--- src/rtl/program_loader.sv ---
// Copies a selected program from the program ROM into instruction memory,
// holding the downstream CPU in reset until the copy has settled.
module program_loader #(
  parameter int unsigned BASE_INDEX   = 10,
  parameter int unsigned NUM_PROGRAMS = 3,
  parameter int unsigned MAX_LEN      = 16,
  parameter int unsigned HOLD_CYCLES  = 2
) (
  input  logic        clk,
  input  logic        reset,
  input  logic [7:0]  program_select,
  output logic [7:0]  rom_program,
  output logic [7:0]  rom_offset,
  input  logic [15:0] rom_data,
  input  logic        rom_last,
  output logic        write_enable,
  output logic [7:0]  write_instruction_index,
  output logic [15:0] write_instruction,
  output logic        cpu_reset,
  output logic        busy,
  output logic [7:0]  loaded_program,
  output logic        error
);

  localparam logic [7:0] BASE        = 8'(BASE_INDEX);
  localparam logic [7:0] LAST_OFFSET = 8'(MAX_LEN - 1);
  localparam logic [3:0] HOLD_LAST   = 4'(HOLD_CYCLES - 1);

  typedef enum logic [1:0] {IDLE, FETCH, WRITE, HOLD} state_t;

  state_t      state;
  logic [7:0]  offset;
  logic [3:0]  hold_cnt;
  logic [15:0] instr_q;
  logic [7:0]  requested;
  logic        start_c;

  // Switch value 0 selects program 1; 255 wraps to 0, which is never valid.
  assign requested = program_select + 8'd1;
  assign start_c   = (requested != 8'd0) && (32'(requested) <= NUM_PROGRAMS) &&
                     (requested != loaded_program);

  assign rom_program = loaded_program;
  assign rom_offset  = offset;

  // ROM data only arrives in the WRITE cycle, so it is forwarded during the strobe
  // and captured for the hold value afterwards.
  assign write_instruction = write_enable ? rom_data : instr_q;

  always_ff @(posedge clk or posedge reset) begin
    if (reset) begin
      state                   <= IDLE;
      cpu_reset               <= 1'b1;
      write_enable            <= 1'b0;
      offset                  <= 8'd0;
      hold_cnt                <= 4'd0;
      loaded_program          <= 8'd0;
      error                   <= 1'b0;
      busy                    <= 1'b0;
      instr_q                 <= 16'd0;
      write_instruction_index <= 8'd0;
    end else begin
      case (state)
        IDLE: begin
          if (start_c) begin
            state          <= FETCH;
            busy           <= 1'b1;
            cpu_reset      <= 1'b1;
            loaded_program <= requested;
            offset         <= 8'd0;
            error          <= 1'b0;
          end else begin
            cpu_reset <= 1'b0;
          end
        end
        FETCH: begin
          state                   <= WRITE;
          write_enable            <= 1'b1;
          write_instruction_index <= BASE + offset;
        end
        WRITE: begin
          write_enable <= 1'b0;
          instr_q      <= rom_data;
          if (rom_last || (offset == LAST_OFFSET)) begin
            state    <= HOLD;
            hold_cnt <= 4'd0;
            if (!rom_last) error <= 1'b1;
          end else begin
            offset <= offset + 8'd1;
            state  <= FETCH;
          end
        end
        HOLD: begin
          if (hold_cnt == HOLD_LAST) begin
            state     <= IDLE;
            busy      <= 1'b0;
            // Keep the CPU in reset across the IDLE cycle when another load follows.
            cpu_reset <= start_c;
          end else begin
            hold_cnt <= hold_cnt + 4'd1;
          end
        end
        default: state <= IDLE;
      endcase
    end
  end

endmodule

--- config.mk ---
export PLATFORM = sky130hd
export DESIGN_NAME = program_loader
export DESIGN_NICKNAME = d
export VERILOG_FILES = /design/src/rtl/program_loader.sv
export SDC_FILE = /design/constraint.sdc
export NUM_CORES = 1
export LEC_CHECK = 0
export ABC_AREA = 0
export CAP_MARGIN = 20
export CELL_PAD_IN_SITES_DETAIL_PLACEMENT = 0
export CELL_PAD_IN_SITES_GLOBAL_PLACEMENT = 2
export CORE_UTILIZATION = 32
export DETAILED_ROUTE_END_ITERATION = 8
export PLACE_DENSITY = 0.83
export RECOVER_POWER = 50
export SYNTH_ARGS = -nofsm -noshare
export SYNTH_HDL_FRONTEND = slang
export SYNTH_SLANG_ARGS = --single-unit
--- constraint.sdc ---
create_clock -name clk -period 3.8 [get_ports clk]
set_input_delay 0.76 -clock clk [delete_from_list [all_inputs] [get_ports clk]]
set_output_delay 0.76 -clock clk [all_outputs]
set_load 0.05 [all_outputs]
# --- Word-level counts from Yosys, hierarchy flattened ---
# Cells that the tools add are included.
totals:
  romBits: 0
  input_bits: 27
  regBits: 50
  memories: 0
  out_inout_bits: 52
  word_cells: 65
  mem_bits_rw: 0
  latchBits: 0
op_classes:
  mux: 22
  div_mod_pow: 0
  eq_ne: 12
  n_shift: 0
  n_mul: 0
  add_sub_neg: 4
  n_lt_le_gt_ge: 1
  bitwise_logic: 0
  n_reduce_logical: 16
op_table:
  columns: ["op", "n"]
  rows:
  - ["adder 8 x 1 -> 8 bit, second input constant", 2]
  - ["2-to-1 mux 16 bit", 1]
  - ["2-to-1 mux 8 bit", 2]
  - ["case mux 8 bit (2 select lines)", 1]
  - ["inequality test 2 bit, second input constant", 6]
  - ["AND reduction 3 bit", 3]
  - ["adder 4 x 8 -> 8 bit, first input constant", 1]
  - ["== test 8 x 4 -> 1 bit, second input constant", 1]
  - ["less-or-equal comparator 8 x 2 -> 1 bit, second input constant", 1]
  - ["2-to-1 mux 4 bit", 2]
  - ["inequality test 8 bit", 1]
  - ["case mux 1 bit (2 select lines)", 4]
  - ["case mux 2 bit (4 select lines)", 1]
  - ["case mux 4 bit (2 select lines)", 1]
  - ["nonzero test 2 bit", 4]
  - ["nonzero test 8 bit", 1]
  - ["2-to-1 mux 1 bit", 7]
  - ["2-to-1 mux 2 bit", 3]
  - ["AND reduction 2 bit", 3]
  - ["adder 4 x 1 -> 4 bit, second input constant", 1]
  - ["== test 2 bit, second input constant", 2]
  - ["== test 4 x 1 -> 1 bit, second input constant", 1]
  - ["AND reduction 4 bit", 1]
  - ["== test 2 x 1 -> 1 bit, second input constant", 1]
  - ["other kinds (3)", 4]

# --- Logic depth before layout (Yosys ltp) ---
# Gate-level depths: netlist of run 1.
depth:
  depth_word: 6
  depth_mapped: 9
  ltp_nobuf: 8

# --- Least setup slack after synthesis of run 1 ---
# OpenSTA, ideal clock, no wires.
synth_path:
  path_kind: "register to output"
  startpoint: "reg write_enable"
  endpoint: "out write_instruction[10]"
  path_stages_with_launch: 4
  required_ns: 3.040
  path_buffers: 2
  arrival_time_ns: 1.787
  setup_slack_ns: 1.253
  cell_sequence: "dfrtp_1 clkbuf_1 buf_1 mux2_2"
synth_via:
  elab_chain_len: 1
synth_lines:
  columns: ["item", "line_no", "text"]
  rows:
  - ["start, declared", "16", "output logic write_enable,"]
  - ["start signal, assigned", "54", "write_enable <= 1'b0;"]
  - ["start signal, assigned", "78", "write_enable <= 1'b1;"]
  - ["start signal, assigned", "82", "write_enable <= 1'b0;"]
  - ["2-to-1 mux 16 bit", "48", "assign write_instruction = write_enable ? rom_data : instr_q;"]
  - ["end, declared", "18", "output logic [15:0] write_instruction,"]
# Every way passes these cells.

# --- Final worst setup path of run 1 ---
layout_path:
  startpoint: "reg write_enable"
  endpoint: "out write_instruction[3]"
# The elaborated chain is that of the path after synthesis.

==> results of run 1 <==
[metrics by stage]
stage / power (uW) / cells
after floorplan: 2007 / 248
after global placement: 2445 / 417
after detailed placement: 2458 / 417
after CTS: 2790 / 425
after global routing: 2943 / 425
final: 2754 / 425
[power by group through the flow]
stage | logic [uW] | clock network, uW | registers, uW
after floorplan | 940 | 0 | 1070
after global placement | 1550 | 0 | 897
after detailed placement | 1550 | 0 | 905
after CTS | 1560 | 336 | 894
after global routing | 1660 | 362 | 921
final | 1540 | 322 | 888
[worst max-delay path by stage]
| stage | endpoint | start | slack, ns |
|---|---|---|---|
| 4_1_cts | write_instruction[0] | write_enable$_DFFE_PP0P_ | 0.74 |
| 3_5_place_dp | rom_offset[6]$_DFFE_PP0P_ | program_select[0] | 0.60 |
| 2_1_floorplan | write_instruction[10] | write_enable$_DFFE_PP0P_ | 1.25 |
| 6_report | write_instruction[3] | write_enable$_DFFE_PP0P_ | 0.81 |
| 3_3_place_gp | rom_offset[6]$_DFFE_PP0P_ | program_select[0] | 0.67 |
| 5_1_grt | write_instruction[0] | write_enable$_DFFE_PP0P_ | 0.68 |
[state kept, by name (all words and copies together) (netlist names)]
register                 cells
instr_q                     16
loaded_program               8
rom_offset                   8
write_instruction_index      8
hold_cnt                     4
state                        2
busy                         1
cpu_reset                    1
error                        1
write_enable                 1
[worst max-delay path, delay by kind of cell, from the launching register on]
| kind | cells | cell delay, ns |
|---|---|---|
| muxes | 1 | 0.42 |
| DFF | 1 | 0.81 |
| buffers and inverters | 1 | 0.70 |
[layout make-up]
type                       count  area share
clock buffer                   6     0.02270
clock inverter                 2    0.003439
inverter                      10     0.01032
multi-input combinational    172      0.3652
sequential                    50      0.3442
tap                          105     0.03611
timing repair buffer          80      0.2180
[cell usage after synthesis (2+ instances only)]
cell type	number	area [um2]
sky130_fd_sc_hd__nor3_1	4	20.02
sky130_fd_sc_hd__a211oi_1	3	22.52
sky130_fd_sc_hd__nand3_1	7	35.03
sky130_fd_sc_hd__xnor2_1	6	52.55
sky130_fd_sc_hd__o31ai_1	4	30.03
sky130_fd_sc_hd__o21a_1	2	15.01
sky130_fd_sc_hd__dfrtp_1	49	1226
sky130_fd_sc_hd__a31oi_1	3	18.77
sky130_fd_sc_hd__buf_4	9	67.56
sky130_fd_sc_hd__xor2_1	4	35.03
sky130_fd_sc_hd__mux2i_1	4	40.04
sky130_fd_sc_hd__o21ai_0	14	70.07
sky130_fd_sc_hd__nor2_1	15	56.30
sky130_fd_sc_hd__and2_1	5	31.28
sky130_fd_sc_hd__inv_1	9	33.78
sky130_fd_sc_hd__clkbuf_1	6	22.52
sky130_fd_sc_hd__nand2_1	14	52.55
sky130_fd_sc_hd__a21oi_1	14	70.07
sky130_fd_sc_hd__ha_1	10	125.1
sky130_fd_sc_hd__mux2_2	37	416.7
[cells by family (layout without fill, tap and decap cells)]
logic type | count (synthesis) | count (layout) | share of synthesized area
buffers and inverters | 26 | 98 | 0.04843
DFF | 50 | 50 | 0.4617
muxes | 41 | 41 | 0.1684
adders and majority gates | 10 | 10 | 0.04613
AOI/OAI and AO/OA | 54 | 54 | 0.1319
and+or+nand+nor | 57 | 57 | 0.1112
xor gates and xnor gates | 10 | 10 | 0.03229
[routing by layer]
layer  vias up  track usage  wire, um
met3         7      0.03155       289
met4         0      0.04231        61
li1       1013            -         -
met2        60       0.2257      2735
met1      1002       0.1899      2699
met5         -            0         0
==> summary by stage, run 1 <==
Timing
The worst-case hold slack is a little under 0.5 ns. The number of slew-limit violations in the final report is 0. Setup slack on the critical path of the routed design comes to approximately 0.8 ns. The final hold violation count is 0. In this run the tightest slew margin relative to its limit is 0.4228. The fmax is 334.7 MHz. At the pin with the least slew margin, the transition time is 0.8658 ns.

Summed over all failing endpoints, the final setup total negative slack is 0 ns. In the finished design, the share of the clock period the worst path needs comes to 0.7862. The clock period could shrink to 2.988 ns. Setup repair after global routing left no endpoint under its margin. The worst setup skew after layout is between 0.007 and 0.008 ns. The total setup violations reported at the end of the flow is 0.

Setup path
The worst setup path is of the reg2out kind. The capturing point of the worst reg2reg path is rom_offset[6]$_DFFE_PP0P_. The critical path required time is ~3 ns. The origin of the critical flop-to-flop path is state[0]$_DFFE_PP0P_. The kind of end point of the critical path is an output port.

Measured in cells, the most critical reg-to-reg path has a length of 8. Along the worst path, the maximum fanout reaches 18. The signal on the critical path passes through mux2_2 -> clkdlybuf4s50_1.

Data arrives at the worst endpoint at approximately 2.2 ns. The launching element type of the critical path is a register. Across all register-to-register paths, the minimum setup slack is 1.52 ns. On the critical path, the stage with the largest delay is an instance of sky130_fd_sc_hd__dfrtp_1. The largest stage delay on the critical path is 0.81 ns.

Power and ir drop
The part of the power in the clock network is 0.117. Of the total power, the share spent switching nets is 0.4560. The part of the total power dissipated in combinational logic is 0.561.

The share of total power in sequential cells is 0.323. The internal portion of the total power is roughly 1500 uW. The total leakage power is between 0.001 and 0.0015 uW. The ratio of total power to cell area is 756.9 nW/um2. For this design the total switching power over the nets is between 1000 and 1500 uW. The worst IR drop on VDD is 388.8 uV.

Clock network
The number of buffers added to fix hold violations after cts is 0. The post-CTS setup repair buffer count is 0. Buffers inserted during clock tree synthesis total 5. Counting every sink on the clock net gives 50. The clock reaches the later pin of the worst-skew pair after approximately 0.3 ns. Counting along the longest clock path gives a buffer depth of 2. Clock-pin slew was measured on the worst setup and hold paths at approximately 0.090 ns. The H-tree was split into 2 levels. The TritonCTS clock tree is built. The number of cells upsized or downsized after cts is 0.

The tree is rooted in a sky130_fd_sc_hd__clkbuf_8.

Floorplan
In this run the standard cell core region covers slightly above 8000 um2. The die is approximately 94 um wide. The overall die height is 94.07 um. The effective utilization at floorplan is 0.3301. The number of top-level pins is between 70 and 80. The overall die area is approximately 8800 um2.

In this run the core area contains 33 standard-cell rows.

GRT
The first-pass GRT wire length is 9.777 mm. The remaining global-route overflow is 0. The maximum number of pins on one net before global-route repair is 35. For this run, the total global-route usage over all layers was measured as 0.1412. The initial antenna violation count came to 0. The number of global-route vias before repair is between 2000 and 2500.

Layout
The number of fillers in the final layout is between 700 and 800. The signed area change from the synthesized netlist to the final layout is 34.13%. The post-route core utilization is 0.4428. The summed area of non-filler cells in the final layout is 3638 um2. The area used by multi-input combinational logic is approximately 1300 um2. The top cell types in the final layout, fill and taps aside, are sky130_fd_sc_hd__clkdlybuf4s50_1, sky130_fd_sc_hd__dfrtp_1, sky130_fd_sc_hd__mux2_2, sky130_fd_sc_hd__nor2_1. The antenna diode instance count is 0. The net total in the final layout is around 360. In the final layout, the share of cells above drive strength 1 is 0.1781. Across the whole layout, storage elements account for ~1300 um2.

The library cell used most frequently in the layout, excluding fill and tap cells, is sky130_fd_sc_hd__clkdlybuf4s50_1.

Detailed routing
The routed wire length per instance is 13.61 um. The count of nets left with antenna violations once routing finished came out at 0. The first routing iteration left 96 violations.

The detailed router placed around 2100 vias in this run. For this block, the routed nets add up to between 5 and 6 mm of wire. The ratio of routed vias to standard cells is 4.899. The first-pass iteration count of the detailed router is 4. After detailed routing, the number of remaining DRC violations is 0.

Synthesis
The number of synthesized register bits is 50. The average cell area after synthesis is between 10 and 15 um2. The most instantiated flip-flop cell in the synthesis netlist is sky130_fd_sc_hd__dfrtp_1. The sequential fraction of the synthesis area is 0.4617. For this run, asynchronously set or reset flops after synthesis account for 1.000. The post-synth net total is between 200 and 300.

The Yosys warning count is 0. The cell area that synthesis handed to floorplanning was approximately 2700 um2. The count of flip-flops with a built-in enable after synthesis is 0. The number of instances in the synthesized netlist is 248. In this run, distinct cell masters in the synthesized netlist total between 40 and 50.

Place
At the end of routability-driven placement, the weighted congestion stood at 0.7434. The count of buffers added on input and output ports is 78. The worst setup slack after placement is between 0.5 and 0.6 ns. The cell area after placement is 3546 um2. Detailed placement ended at an HPWL of roughly 4.2 mm.

Worst hold path
The capture endpoint of the worst hold path is cpu_reset$_DFFE_PP1P_. The worst hold-check path type is reg2reg. The worst hold path passes through 2 cells.

The hold path startpoint is cpu_reset$_DFFE_PP1P_.

Flow run
The total of max-cap violations is 0.

Run status
The run finished with clean final reports.
Note: power is estimated with default switching activity, not from simulation.
==> inputs of run 2 (changes only) <==
--- a/config.mk
+++ b/config.mk
@@ -9,9 +9,9 @@
 export CAP_MARGIN = 20
 export CELL_PAD_IN_SITES_DETAIL_PLACEMENT = 0
 export CELL_PAD_IN_SITES_GLOBAL_PLACEMENT = 2
-export CORE_UTILIZATION = 32
+export CORE_UTILIZATION = 27
 export DETAILED_ROUTE_END_ITERATION = 8
-export PLACE_DENSITY = 0.83
+export PLACE_DENSITY = 0.74
 export RECOVER_POWER = 50
 export SYNTH_ARGS = -nofsm -noshare
 export SYNTH_HDL_FRONTEND = slang
==> constraint.sdc (replaced) <==
create_clock -name clk -period 2.7 [get_ports clk]
set_input_delay 0.54 -clock clk [delete_from_list [all_inputs] [get_ports clk]]
set_output_delay 0.54 -clock clk [all_outputs]
set_load 0.05 [all_outputs]
==> run 2 against run 1 <==
Effect of this change: sequential cell count unchanged; routed wire length increased by 7.3%; largest cell class unchanged; global-route usage is 1.3 points lower; register-to-register slack lost 1.1 ns; first-iteration DRC count is 40% lower.
==> summary by stage, run 2 (synthesis results as in run 1) <==
Place
The placer congestion estimate is 0.7768 (+4.5%). The HPWL reported at the end of detailed placement is 4.606 mm (+9.3%). The cell total after placement is 452 (+8.4%). The count of port buffers added during placement was 78 (unchanged).

The cell area after placement was 3593 um2 (+1.3%).

Detailed routing
The ratio of routed vias to standard cells came to 4.622 (-5.7%). The count of routing violations after the opening detailed-route iteration came to 58 (-40%). The total length of routed wires came to 6.210 mm (+7.3%). The first-pass iteration count of the detailed router is 4 (unchanged). The number of nets with antenna violations after routing is 0 (unchanged). The number of vias after detailed routing was 2126 (+2.1%). The routed wire length per instance is 13.50 um (-0.82%). The remaining design rule violation count is 0 (unchanged).

Floorplan
The effective utilization at floorplan came to 0.2775 (-0.05261). The number of top-level pins is 79 (unchanged). The overall die area is 10450 um2 (+18%).

The die span in x was 102.2 um (+8.7%). The overall die height is 102.2 um (+8.7%). The placement row count is 36 (+9.1%). The area of the core region is 9774 um2 (+19%).

GRT
The maximum number of pins on one net before global-route repair is 26 (-26%). The combined global-route utilization of all metal layers is 0.1281 (-0.01312). The first-pass GRT wire length came to 10.52 mm (+7.6%).

The remaining global-route overflow is 0 (unchanged). The number of global-route vias before repair is 2096 (+3.1%). The initial antenna violation count is 0 (unchanged).

Timing
The total setup violations reported at the end of the flow is 0 (unchanged). The headroom to the max-slew limit is 0.04711 (-0.3757). The summed negative setup slack over all endpoints is 0 ns (unchanged). The number of slew-limit violations in the final report is 0 (unchanged).

Based on the critical path, the design can be clocked at up to around 400 MHz. The worst-case hold slack is 0.4973 ns (-0.0001280 ns). The worst setup skew after layout is 0.003940 ns (-0.003125 ns). The share of the clock period used by the worst path after layout is 0.8999. Setup repair after global routing left no endpoint under its margin.

The transition time at the pin with the least slew margin is 1.429 ns (+0.5635 ns). The shortest period the worst path allows is around 2.4 ns. The final hold violation count was 0 (unchanged).

Layout
The post-route core utilization was 0.3781 (-0.06468). The summed area of non-filler cells in the final layout came to 3696 um2 (+1.6%). The area used by multi-input combinational logic was 1336 um2 (+0.57%). The net total in the final layout is 363 (+2.0%). The fraction of layout instances using a drive strength above 1 was 0.2324 (+0.05429).

The antenna diode instance count came to 0 (unchanged). In the layout the commonest cells are sky130_fd_sc_hd__clkdlybuf4s50_1, sky130_fd_sc_hd__dfrtp_1, sky130_fd_sc_hd__mux2_2, sky130_fd_sc_hd__buf_4, sky130_fd_sc_hd__nor2_1. The signed area change from the synthesized netlist to the final layout is 36.25%.

The number of fillers in the final layout is 1023 (+29%). The most common cell after layout, fill and taps aside is sky130_fd_sc_hd__clkdlybuf4s50_1. The count of non-filler cells in the finished layout came to 460 (+8.2%). The number of flip-flops under the largest register name is 16 (unchanged). The top register by number of flip-flops is instr_q. The flip-flop and latch area came to 1252 um2 (unchanged).

Clock network
The clock-pin slew on the worst setup and hold paths came to 0.09 ns (about the same). The clock insertion delay at the later pin of the skew report is 0.30 ns (about the same). The number of levels in the clock H-tree is 2 (unchanged). The total clock buffers created by CTS is 5 (unchanged). The largest buffer count on any clock path is 2 (unchanged).

The post-CTS setup repair buffer count is 0 (unchanged). The clock sink total is 50 (unchanged). The TritonCTS clock tree is built. The root buffer selected by CTS is sky130_fd_sc_hd__clkbuf_8.

Power and ir drop
The fraction of power spent switching nets was 0.4516 (-0.004419). The part of the total power dissipated in combinational logic is 0.559 (-0.002). The ratio of total power to cell area is 1069 nW/um2 (+41%). The share of total power in sequential cells is 0.308 (-0.015).

The total leakage power came to 0.001529 uW (+3.6%). The part of the power in the clock network is 0.133 (+0.016). The worst IR drop on VDD is 599.8 uV (+54%). The net switching power figure was 1784 uW (+42%). The internal cell power is 2166 uW (+45%).

Setup path
The data arrival time at the worst-slack endpoint was 2.63 ns (+0.40 ns). Among cell families on the critical path, the largest total delay comes from compound AO/OA/AOI/OAI gates. The cell type of the slowest stage on the worst timing path is sky130_fd_sc_hd__clkdlybuf4s50_1. The worst register-to-register path ends at rom_offset[5]$_DFFE_PP0P_. The largest stage delay on the critical path is 0.52 ns (-0.29 ns). The sum of buffers and inverters on the critical path was 2 (+1).

Tracing the worst setup path back leads to its startpoint at program_select[0]. The internal reg-to-reg setup slack is 0.44 ns (-1.08 ns). The path length in cells of the critical path was 9 (+7). The peak fanout along the critical path is 6 (-12). The critical path required time was 2.90 ns (-0.14 ns). The worst register-to-register path begins at state[0]$_DFFE_PP0P_.

The number of cells on the worst reg-to-reg path is 7 (-1). STA classifies the critical path startpoint as an input port. The kind of end point of the critical path is a register. The timing endpoint of the critical path is rom_offset[6]$_DFFE_PP0P_. The critical path in this run is classified as in2reg. Traced cell by cell, the critical path runs through clkdlybuf4s50_1 -> inv_1 -> ha_1 -> xnor2_1 -> nor4_4 -> o21a_1 -> o21ai_1 -> nand3_1 -> o41ai_2.

Run status
The flow ran to the end, and the final reports show no timing, DRC or antenna violations.

Worst hold path
The worst hold-check path type is reg2reg. The number of cells on the worst hold path is 2 (unchanged).

Flow run
The total of max-cap violations is 0 (unchanged).
[run 2: repair_timing]
action | CTS | global route
endpoints found under the setup margin | 0 | 1
hold buffers | 0 | 0
gates resized for setup | 0 | 1
[run 2: tightest hold or removal path, delay by kind of cell (launching register included)]
family | cells | cell delay (ns)
compound gates | 1 | 0.06
flops | 1 | 0.39
simple gates | 1 | 0.05
[run 2: layout make-up]
cell class	count	share of cell area
sequential	50	0.3389
timing repair buffer	87	0.2156
clock inverter	1	0.008125
multi-input combinational	172	0.3615
clock buffer	7	0.02065
inverter	10	0.01016
tap	133	0.04502
[run 2: how the worst min path moves through the flow]
stage	slack (ns)	from	to
after global routing	0.53	hold_cnt[2]$_DFFE_PP0P_	hold_cnt[2]$_DFFE_PP0P_
final	0.50	cpu_reset$_DFFE_PP1P_	cpu_reset$_DFFE_PP1P_
after floorplan	0.47	hold_cnt[2]$_DFFE_PP0P_	hold_cnt[2]$_DFFE_PP0P_
after global placement	0.48	cpu_reset$_DFFE_PP1P_	cpu_reset$_DFFE_PP1P_
after detailed placement	0.49	cpu_reset$_DFFE_PP1P_	cpu_reset$_DFFE_PP1P_
after CTS	0.50	cpu_reset$_DFFE_PP1P_	cpu_reset$_DFFE_PP1P_
[run 2: power groups by stage]
stage | sequential, uW | combinational, uW | clock [uW]
2_1_floorplan | 1500 | 1320 | 0
3_3_place_gp | 1230 | 2230 | 0
3_5_place_dp | 1240 | 2240 | 0
4_1_cts | 1230 | 2250 | 548
5_1_grt | 1270 | 2390 | 571
6_report | 1220 | 2210 | 525
[run 2: per-stage QoR]
step | worst slack (ns) | power (uW)
CTS | 0.2112 | 4025
detailed placement | -0.09956 | 3480
global placement | -0.08474 | 3462
floorplan | 0.3725 | 2825
finish | 0.2704 | 3950
global route | 0.01349 | 4231
[run 2: routing by layer]
metal  vias to the layer above  GRT usage  wire, um
met5                         -          0         0
met4                         0    0.02857        31
met3                         2    0.03146       310
met2                        52     0.2106      3041
met1                      1039     0.1700      2826
li1                       1033          -         -
